==> config.mk <==
export PLATFORM = sky130hd
export DESIGN_NAME = complex_fixed_point_multiplier_flat
export DESIGN_NICKNAME = d
export VERILOG_FILES = /design/src/rtl/complex_fixed_point_multiplier_if.sv /design/src/rtl/complex_fixed_point_multiplier.sv /design/src/flat_wrapper.sv
export SDC_FILE = /design/constraint.sdc
export NUM_CORES = 2
export LEC_CHECK = 0
export BUFFER_PORTS_ARGS = -buffer_cell sky130_fd_sc_hd__buf_2
export CORE_UTILIZATION = 50
export DETAILED_ROUTE_END_ITERATION = 7
export PLACE_DENSITY_LB_ADDON = 0.05
export SYNTH_ARGS = -nofsm -noshare
export SYNTH_HDL_FRONTEND = slang
export SYNTH_HIERARCHICAL = 1
export SYNTH_SLANG_ARGS = --single-unit
==> constraint.sdc <==
create_clock -name clk -period 5.85 [get_ports clk]
set_input_delay 0 -clock clk [delete_from_list [all_inputs] [get_ports clk]]
set_output_delay 0 -clock clk [all_outputs]
set_load 0.03 [all_outputs]
==> src/rtl/complex_fixed_point_multiplier_if.sv <==
// Operand/result bundle for the complex fixed-point multiplier.
// The master drives the operands and the slave returns the product.
interface complex_fixed_point_multiplier_if #(
   parameter int WIDTH = 16
);
   logic             enable;
   logic             conj;
   logic [WIDTH-1:0] a_re;
   logic [WIDTH-1:0] a_im;
   logic [WIDTH-1:0] b_re;
   logic [WIDTH-1:0] b_im;
   logic             done;
   logic [WIDTH-1:0] p_re;
   logic [WIDTH-1:0] p_im;
   logic             overflow;

   modport master (
      output enable, conj, a_re, a_im, b_re, b_im,
      input  done, p_re, p_im, overflow
   );

   modport slave (
      input  enable, conj, a_re, a_im, b_re, b_im,
      output done, p_re, p_im, overflow
   );
endinterface

==> src/rtl/complex_fixed_point_multiplier.sv <==
// Pipelined signed fixed-point complex multiplier, P = A*B or A*conj(B).
// Stages: operand reg, partial products, sums, round/saturate reg, optional extra regs.

module cfpm_rndsat #(
   parameter int WIDTH = 16,
   parameter int S     = 15,
   parameter int ROUND = 0
) (
   input  logic [2*WIDTH:0]  x,
   output logic [WIDTH-1:0]  y,
   output logic              ovf
);
   localparam int RW = 2*WIDTH + 2;
   localparam logic signed [RW-1:0] RND  =
      (ROUND != 0 && S > 0) ? (RW'(1) << (S > 0 ? S-1 : 0)) : '0;
   localparam logic signed [RW-1:0] MAXV = RW'((2**(WIDTH-1)) - 1);
   localparam logic signed [RW-1:0] MINV = ~MAXV;

   logic signed [RW-1:0] t;
   logic signed [RW-1:0] sh;

   // One guard bit above the sum keeps the rounding add from wrapping.
   always_comb begin
      t   = $signed({x[2*WIDTH], x}) + RND;
      sh  = t >>> S;
      y   = sh[WIDTH-1:0];
      ovf = 1'b0;
      if (sh > MAXV) begin
         y   = MAXV[WIDTH-1:0];
         ovf = 1'b1;
      end else if (sh < MINV) begin
         y   = MINV[WIDTH-1:0];
         ovf = 1'b1;
      end
   end
endmodule

module complex_fixed_point_multiplier #(
   parameter int WIDTH             = 16,
   parameter int EXP_WIDTH_A       = 15,
   parameter int EXP_WIDTH_B       = 15,
   parameter int EXP_WIDTH_PRODUCT = 15,
   parameter int ROUND             = 0,
   parameter int EXTRA_STAGES      = 0
) (
   input  logic                            clk,
   input  logic                            reset,
   complex_fixed_point_multiplier_if.slave bus
);
   localparam int S      = EXP_WIDTH_A + EXP_WIDTH_B - EXP_WIDTH_PRODUCT;
   localparam int STAGES = 4 + EXTRA_STAGES;
   localparam int PW     = 2*WIDTH;

   logic [STAGES:0]                        vld_pipe;
   logic [1:0][WIDTH-1:0]                  a_q, b_q;
   logic                                   conj_q, conj_q2;
   logic signed [PW-1:0]                   rr, ii, ri, ir;
   logic signed [PW:0]                     rr_x, ii_x, ri_x, ir_x;
   logic [1:0][PW:0]                       sum_q;
   logic [1:0][WIDTH-1:0]                  res_d;
   logic [1:0]                             ovf_d;
   logic [EXTRA_STAGES:0][1:0][WIDTH-1:0]  res_q;
   logic [EXTRA_STAGES:0]                  ovf_q;

   assign vld_pipe[0] = bus.enable;

   always_ff @(posedge clk) begin
      if (reset) vld_pipe[STAGES:1] <= '0;
      else       vld_pipe[STAGES:1] <= vld_pipe[STAGES-1:0];
   end

   // Index 0 = real, 1 = imaginary throughout.
   always_ff @(posedge clk) begin
      if (reset) begin
         a_q    <= '0;
         b_q    <= '0;
         conj_q <= 1'b0;
      end else if (bus.enable) begin
         a_q    <= {bus.a_im, bus.a_re};
         b_q    <= {bus.b_im, bus.b_re};
         conj_q <= bus.conj;
      end
   end

   always_ff @(posedge clk) begin
      if (reset) begin
         rr      <= '0;
         ii      <= '0;
         ri      <= '0;
         ir      <= '0;
         conj_q2 <= 1'b0;
      end else if (vld_pipe[1]) begin
         rr      <= $signed(a_q[0]) * $signed(b_q[0]);
         ii      <= $signed(a_q[1]) * $signed(b_q[1]);
         ri      <= $signed(a_q[0]) * $signed(b_q[1]);
         ir      <= $signed(a_q[1]) * $signed(b_q[0]);
         conj_q2 <= conj_q;
      end
   end

   assign rr_x = {rr[PW-1], rr};
   assign ii_x = {ii[PW-1], ii};
   assign ri_x = {ri[PW-1], ri};
   assign ir_x = {ir[PW-1], ir};

   always_ff @(posedge clk) begin
      if (reset) begin
         sum_q <= '0;
      end else if (vld_pipe[2]) begin
         sum_q[0] <= conj_q2 ? rr_x + ii_x : rr_x - ii_x;
         sum_q[1] <= conj_q2 ? ir_x - ri_x : ri_x + ir_x;
      end
   end

   for (genvar i = 0; i < 2; i++) begin : g_comp
      cfpm_rndsat #(.WIDTH(WIDTH), .S(S), .ROUND(ROUND)) u_rs (
         .x   (sum_q[i]),
         .y   (res_d[i]),
         .ovf (ovf_d[i])
      );
   end

   // Every result stage holds through bubbles so outputs keep the last result.
   always_ff @(posedge clk) begin
      if (reset) begin
         res_q <= '0;
         ovf_q <= '0;
      end else begin
         if (vld_pipe[3]) begin
            res_q[0] <= res_d;
            ovf_q[0] <= |ovf_d;
         end
         for (int k = 1; k <= EXTRA_STAGES; k++) begin
            if (vld_pipe[3+k]) begin
               res_q[k] <= res_q[k-1];
               ovf_q[k] <= ovf_q[k-1];
            end
         end
      end
   end

   assign bus.done     = vld_pipe[STAGES];
   assign bus.p_re     = res_q[EXTRA_STAGES][0];
   assign bus.p_im     = res_q[EXTRA_STAGES][1];
   assign bus.overflow = ovf_q[EXTRA_STAGES];
endmodule
==> src/flat_wrapper.sv <==
// flat-port wrapper written by rule: the top's interface ports become plain ports
module complex_fixed_point_multiplier_flat 
#(
   parameter int WIDTH             = 16,
   parameter int EXP_WIDTH_A       = 15,
   parameter int EXP_WIDTH_B       = 15,
   parameter int EXP_WIDTH_PRODUCT = 15,
   parameter int ROUND             = 0,
   parameter int EXTRA_STAGES      = 0
)
  (clk, reset, bus_enable, bus_conj, bus_a_re, bus_a_im, bus_b_re, bus_b_im, bus_done, bus_p_re, bus_p_im, bus_overflow);
  complex_fixed_point_multiplier_if #(.WIDTH(WIDTH)) bus_i ();
  input  logic clk;
  input  logic reset;
  input wire logic [$bits(bus_i.enable)-1:0] bus_enable;
  input wire logic [$bits(bus_i.conj)-1:0] bus_conj;
  input wire logic [$bits(bus_i.a_re)-1:0] bus_a_re;
  input wire logic [$bits(bus_i.a_im)-1:0] bus_a_im;
  input wire logic [$bits(bus_i.b_re)-1:0] bus_b_re;
  input wire logic [$bits(bus_i.b_im)-1:0] bus_b_im;
  output wire logic [$bits(bus_i.done)-1:0] bus_done;
  output wire logic [$bits(bus_i.p_re)-1:0] bus_p_re;
  output wire logic [$bits(bus_i.p_im)-1:0] bus_p_im;
  output wire logic [$bits(bus_i.overflow)-1:0] bus_overflow;
  assign bus_i.enable = bus_enable;
  assign bus_i.conj = bus_conj;
  assign bus_i.a_re = bus_a_re;
  assign bus_i.a_im = bus_a_im;
  assign bus_i.b_re = bus_b_re;
  assign bus_i.b_im = bus_b_im;
  assign bus_done = bus_i.done;
  assign bus_p_re = bus_i.p_re;
  assign bus_p_im = bus_i.p_im;
  assign bus_overflow = bus_i.overflow;
  complex_fixed_point_multiplier #(.WIDTH(WIDTH), .EXP_WIDTH_A(EXP_WIDTH_A), .EXP_WIDTH_B(EXP_WIDTH_B), .EXP_WIDTH_PRODUCT(EXP_WIDTH_PRODUCT), .ROUND(ROUND), .EXTRA_STAGES(EXTRA_STAGES)) u_core (.clk(clk), .reset(reset), .bus(bus_i));
endmodule
* Word-level counts from Yosys, hierarchy flattened
Index checks and enable logic that the tools add are counted.
** Word-level totals
- Register bits :: 297
- Input port bits :: 68
- Output and inout port bits :: 34
- Logic and storage cells :: 39
** Operators by class
- $add $sub $neg :: 4
- $mul :: 4
- $lt $le $gt $ge :: 4
- Mux-type cells :: 10
- Reductions and logical operators :: 1
** Operator list (count)
- multiplier 16 x 16 -> 32 bit :: 4
- adder 32 x 32 -> 33 bit :: 2
- two-way mux 33 bit :: 2
- subtractor 32 x 32 -> 33 bit :: 2
- two-way mux 16 bit :: 4
- > comparator 18 x 16 -> 1 bit (second input constant) :: 2
- less-than comparator 18 x 16 -> 1 bit (second input constant) :: 2
- two-way mux 1 bit :: 4
- OR reduction 2 bit :: 1

* Depth between registers and ports, before layout
- Depth in word-level cells :: 4
- Depth in mapped cells :: 24
- Gate-level depth less buffers :: 22

* By module
Netlist, hierarchy kept.
** Modules (own cells, without submodules)
- complex_fixed_point_multiplier :: instances 1, cells each 5997, area an instance 53876.7 µm², seq. area each 5945.7 µm²
- cfpm_rndsat :: instances 2, cells each 57, area an instance 332.8 µm², seq. area each 0.0 µm²

* Least setup slack after synthesis
No wires, ideal clock.
- Path kind :: register -> register
- Start :: reg u_core/a_q[31] in the netlist's numbering
- End :: reg u_core.ir[31]
- Setup time :: 0.086 ns
- Arrival time :: 6.244 ns
- Data required time :: 5.764 ns
- Setup slack :: -0.479 ns
- Cell stages (with the launch flop) :: 21
- Path buffers :: 1
- Period minus slack after synthesis :: 6.329 ns
- Cells stage by stage :: dfxtp_1 > clkbuf_1 > nand2_1 > inv_1 > fa_1 > fa_1 > fa_1 > fa_1 > fa_1 > inv_1 > fa_1 > inv_1 > ha_1 > a21o_1 > a211oi_1 > o2bb2ai_1 > a31oi_1 > a221o_1 > a311oi_1 > xnor2_1 > a211oi_1
** On the way
- Word-level cells in the longest chain between the ends :: 1
** Ends and longest elaborated chain
- start: declaration :: line complex_fixed_point_multiplier.sv:55 : logic [1:0][WIDTH-1:0] a_q, b_q;
- start signal: assignment :: line complex_fixed_point_multiplier.sv:79 : a_q <= {bus.a_im, bus.a_re};
- multiplier 16 x 16 -> 32 bit :: line complex_fixed_point_multiplier.sv:96 : ir <= $signed(a_q[1]) * $signed(b_q[0]);
- end signal: assignment :: line complex_fixed_point_multiplier.sv:96
- end: declaration :: line complex_fixed_point_multiplier.sv:57 : logic signed [PW-1:0] rr, ii, ri, ir;
No other way between the ends.
A chain may end at the register's enable or synchronous reset.

* Final worst setup path
- Start :: reg u_core/b_q[5] in the netlist's numbering
- End :: reg u_core.ir[31]
** On the way
- Word-level cells in the longest chain between the ends :: 1
** Ends and longest elaborated chain
- start: declaration :: line complex_fixed_point_multiplier.sv:55
- start signal: assignment :: line complex_fixed_point_multiplier.sv:80 : b_q <= {bus.b_im, bus.b_re};
- multiplier 16 x 16 -> 32 bit :: line complex_fixed_point_multiplier.sv:96
No other way between the ends.

==> qor.yml <==
num_vias: 42560
drc_errors: 0
io_pins: 102
syn_inst: 5947
final_common_cell: "inv_1"
setup_ws_ns: -0.3773
fin_cells: 8101
crit_arrival_ns: 6.73
portBuffers: 101
post-place-ws_ns: -0.6485
ir_drop_v: 0.0002621
clock_path_buffers: 3
placed_area_mm2: 0.05995
power_mw: 13.05
outcome: "finished, violations left"
period_needed_ns: 6.227
power_per_cell_area_mw_per_mm2: 196.4
min_path_type: "in -> reg"
first_global_vias: 44650
yosysWarnings: 6
clk_latency_ns: 0.64
rsz0062_at_grt: "true"
dieWidth_um: 327.9
finalMaxSlewViolations: 0
cp-start-kind: "register"
end_kind: "register"
setup_viol: 46
global_route.overflow_total: 0
gp_congestion: 0.9267
violations: "setup timing"
core-area_mm2: 0.1053
antenna_found_initial: 4
clock_sinks: 267
cts_tree: "built"
grt_pass1_wl_mm: 259.6
syn_area_mm2: 0.05311
nNetsFinal: 8185
regToRegSetupSlack_ns: -0.38
rows: 119
period_share_pct: 106.5
dr.pass1.iters: 6
dp_hpwl_mm: 131.4
final_cell_mix: "inv_1 (1,137), fa_1 (990), buf_4 (586), nand2_1 (557), and2_1 (466)"
drt_iter0_drc: 2668
required_ns: 6.35
fp.dieH_um: 327.9
ant_nets: 0
numCtsBuffers: 40
syn_area_per_cell_um2: 8.931
vias_per_cell: 5.253
fmax_ghz: 0.1606
grt_usage_pct: 31.69
synth_nets: 7459
clk_pin_slew_worst_paths_ns: 0.07
wl_per_cell_um: 20.59
slew_headroom_pct: 28.23
hold_viol_final: 0
dp.cells: 7784
grt_max_degree: 141
cts-htree-levels: 2
drive_above_1_share_pct: 20.66
finalInstanceArea_mm2: 0.06646
skew_ns: 0.04352
area_growth_pct: 25.12
critPathMaxFanout: 8
cap_violations: 0
drt_wl_total_mm: 166.8
dieArea_mm2: 0.1075
start_util_pct: 50.46
leakage_nw: 33.54
worstMarginPinSlew_ns: 1.077
root_buffer: "clkbuf_16"
critical_path_class: "reg -> reg"
-- power breakdown --
group	switching, mW	internal, mW	total, mW
clock	1.09	1.53	2.62
combinational	4.52	3.62	8.14
sequential	0.302	1.99	2.29
total	5.91	7.14	13.1
-- final timing paths --
check / to / cells after the start / start
setup / recovery: u_core/ir[31] / 24 / u_core/b_q[5]
hold / removal: u_core/bus.overflow / 2 / reset
setup reg to reg: u_core/ir[31] / 24 / u_core/b_q[5]
hold reg to reg: u_core/ir[0] / 2 / u_core/ir[0]
-- critical path, stage by stage, from the launching register on --
cell      delay [ns]
dfxtp_4         0.35
buf_8           0.13
and2_4          0.14
fa_1            0.56
inv_2           0.05
fa_1            0.48
fa_1            0.50
inv_2           0.04
fa_1            0.45
fa_1            0.51
inv_1           0.05
fa_1            0.49
inv_2           0.05
ha_4            0.21
a211o_1         0.27
a211oi_2        0.20
buf_4           0.15
a22oi_2         0.08
a31oi_1         0.19
buf_4           0.16
a31oi_4         0.10
a221o_1         0.36
a311oi_2        0.24
xnor2_1         0.13
a211oi_1        0.21
-- registers in the layout, indices dropped and copies added, names as in the netlist, 3 cells and up --
name	cells
u_core/b_q	32
u_core/a_q	32
u_core/sum_q	36
u_core/bus.p_re	16
u_core/rr	32
u_core/ii	32
u_core/bus.p_im	16
u_core/ir	32
u_core/ri	32
u_core/vld_pipe	3
-- through the flow --
step	utilization (%)	TNS (ns)	hold slack, ns
finish	63.13	-7.799	0.001808
floorplan	-	-0.08387	0.1472
CTS	61.46	-5.314	-0.04964
detailed placement	56.95	-20.40	0.2423
global placement	56.95	-17.34	0.2349
global route	63.12	-18.91	0.02722
-- what timing repair did --
action                                 CTS  global route
resized for setup                      382           312
endpoints found under the hold margin  125             0
pin swaps                              184           262
cloned                                  10             5
hold buffers                           113             0
setup endpoints to repair               64            73
setup buffers                           69            72
-- area by class of cell --
class	count	area, µm²
Fill cell	9048	38810
Multi-Input combinational cell	4185	44130
Antenna cell	6	15.01
Sequential cell	267	5454
Clock buffer	49	1095
Clock inverter	24	289.0
Timing Repair Buffer	986	9253
Inverter	1193	4478
Tap cell	1391	1740
-- routing by layer --
| layer | vias up | routed length [µm] | global-route usage (%) | part of all wire (%) |
|---|---|---|---|---|
| li1 | 19660 | - | - | - |
| met1 | 21530 | 74440 | 44.51 | 45 |
| met2 | 1144 | 76280 | 51.02 | 46 |
| met3 | 222 | 9422 | 3.792 | 5.6 |
| met4 | 2 | 6671 | 10.21 | 4.0 |
| met5 | - | 13 | 0 | 0.0078 |
(Power assumes the default switching activity.)
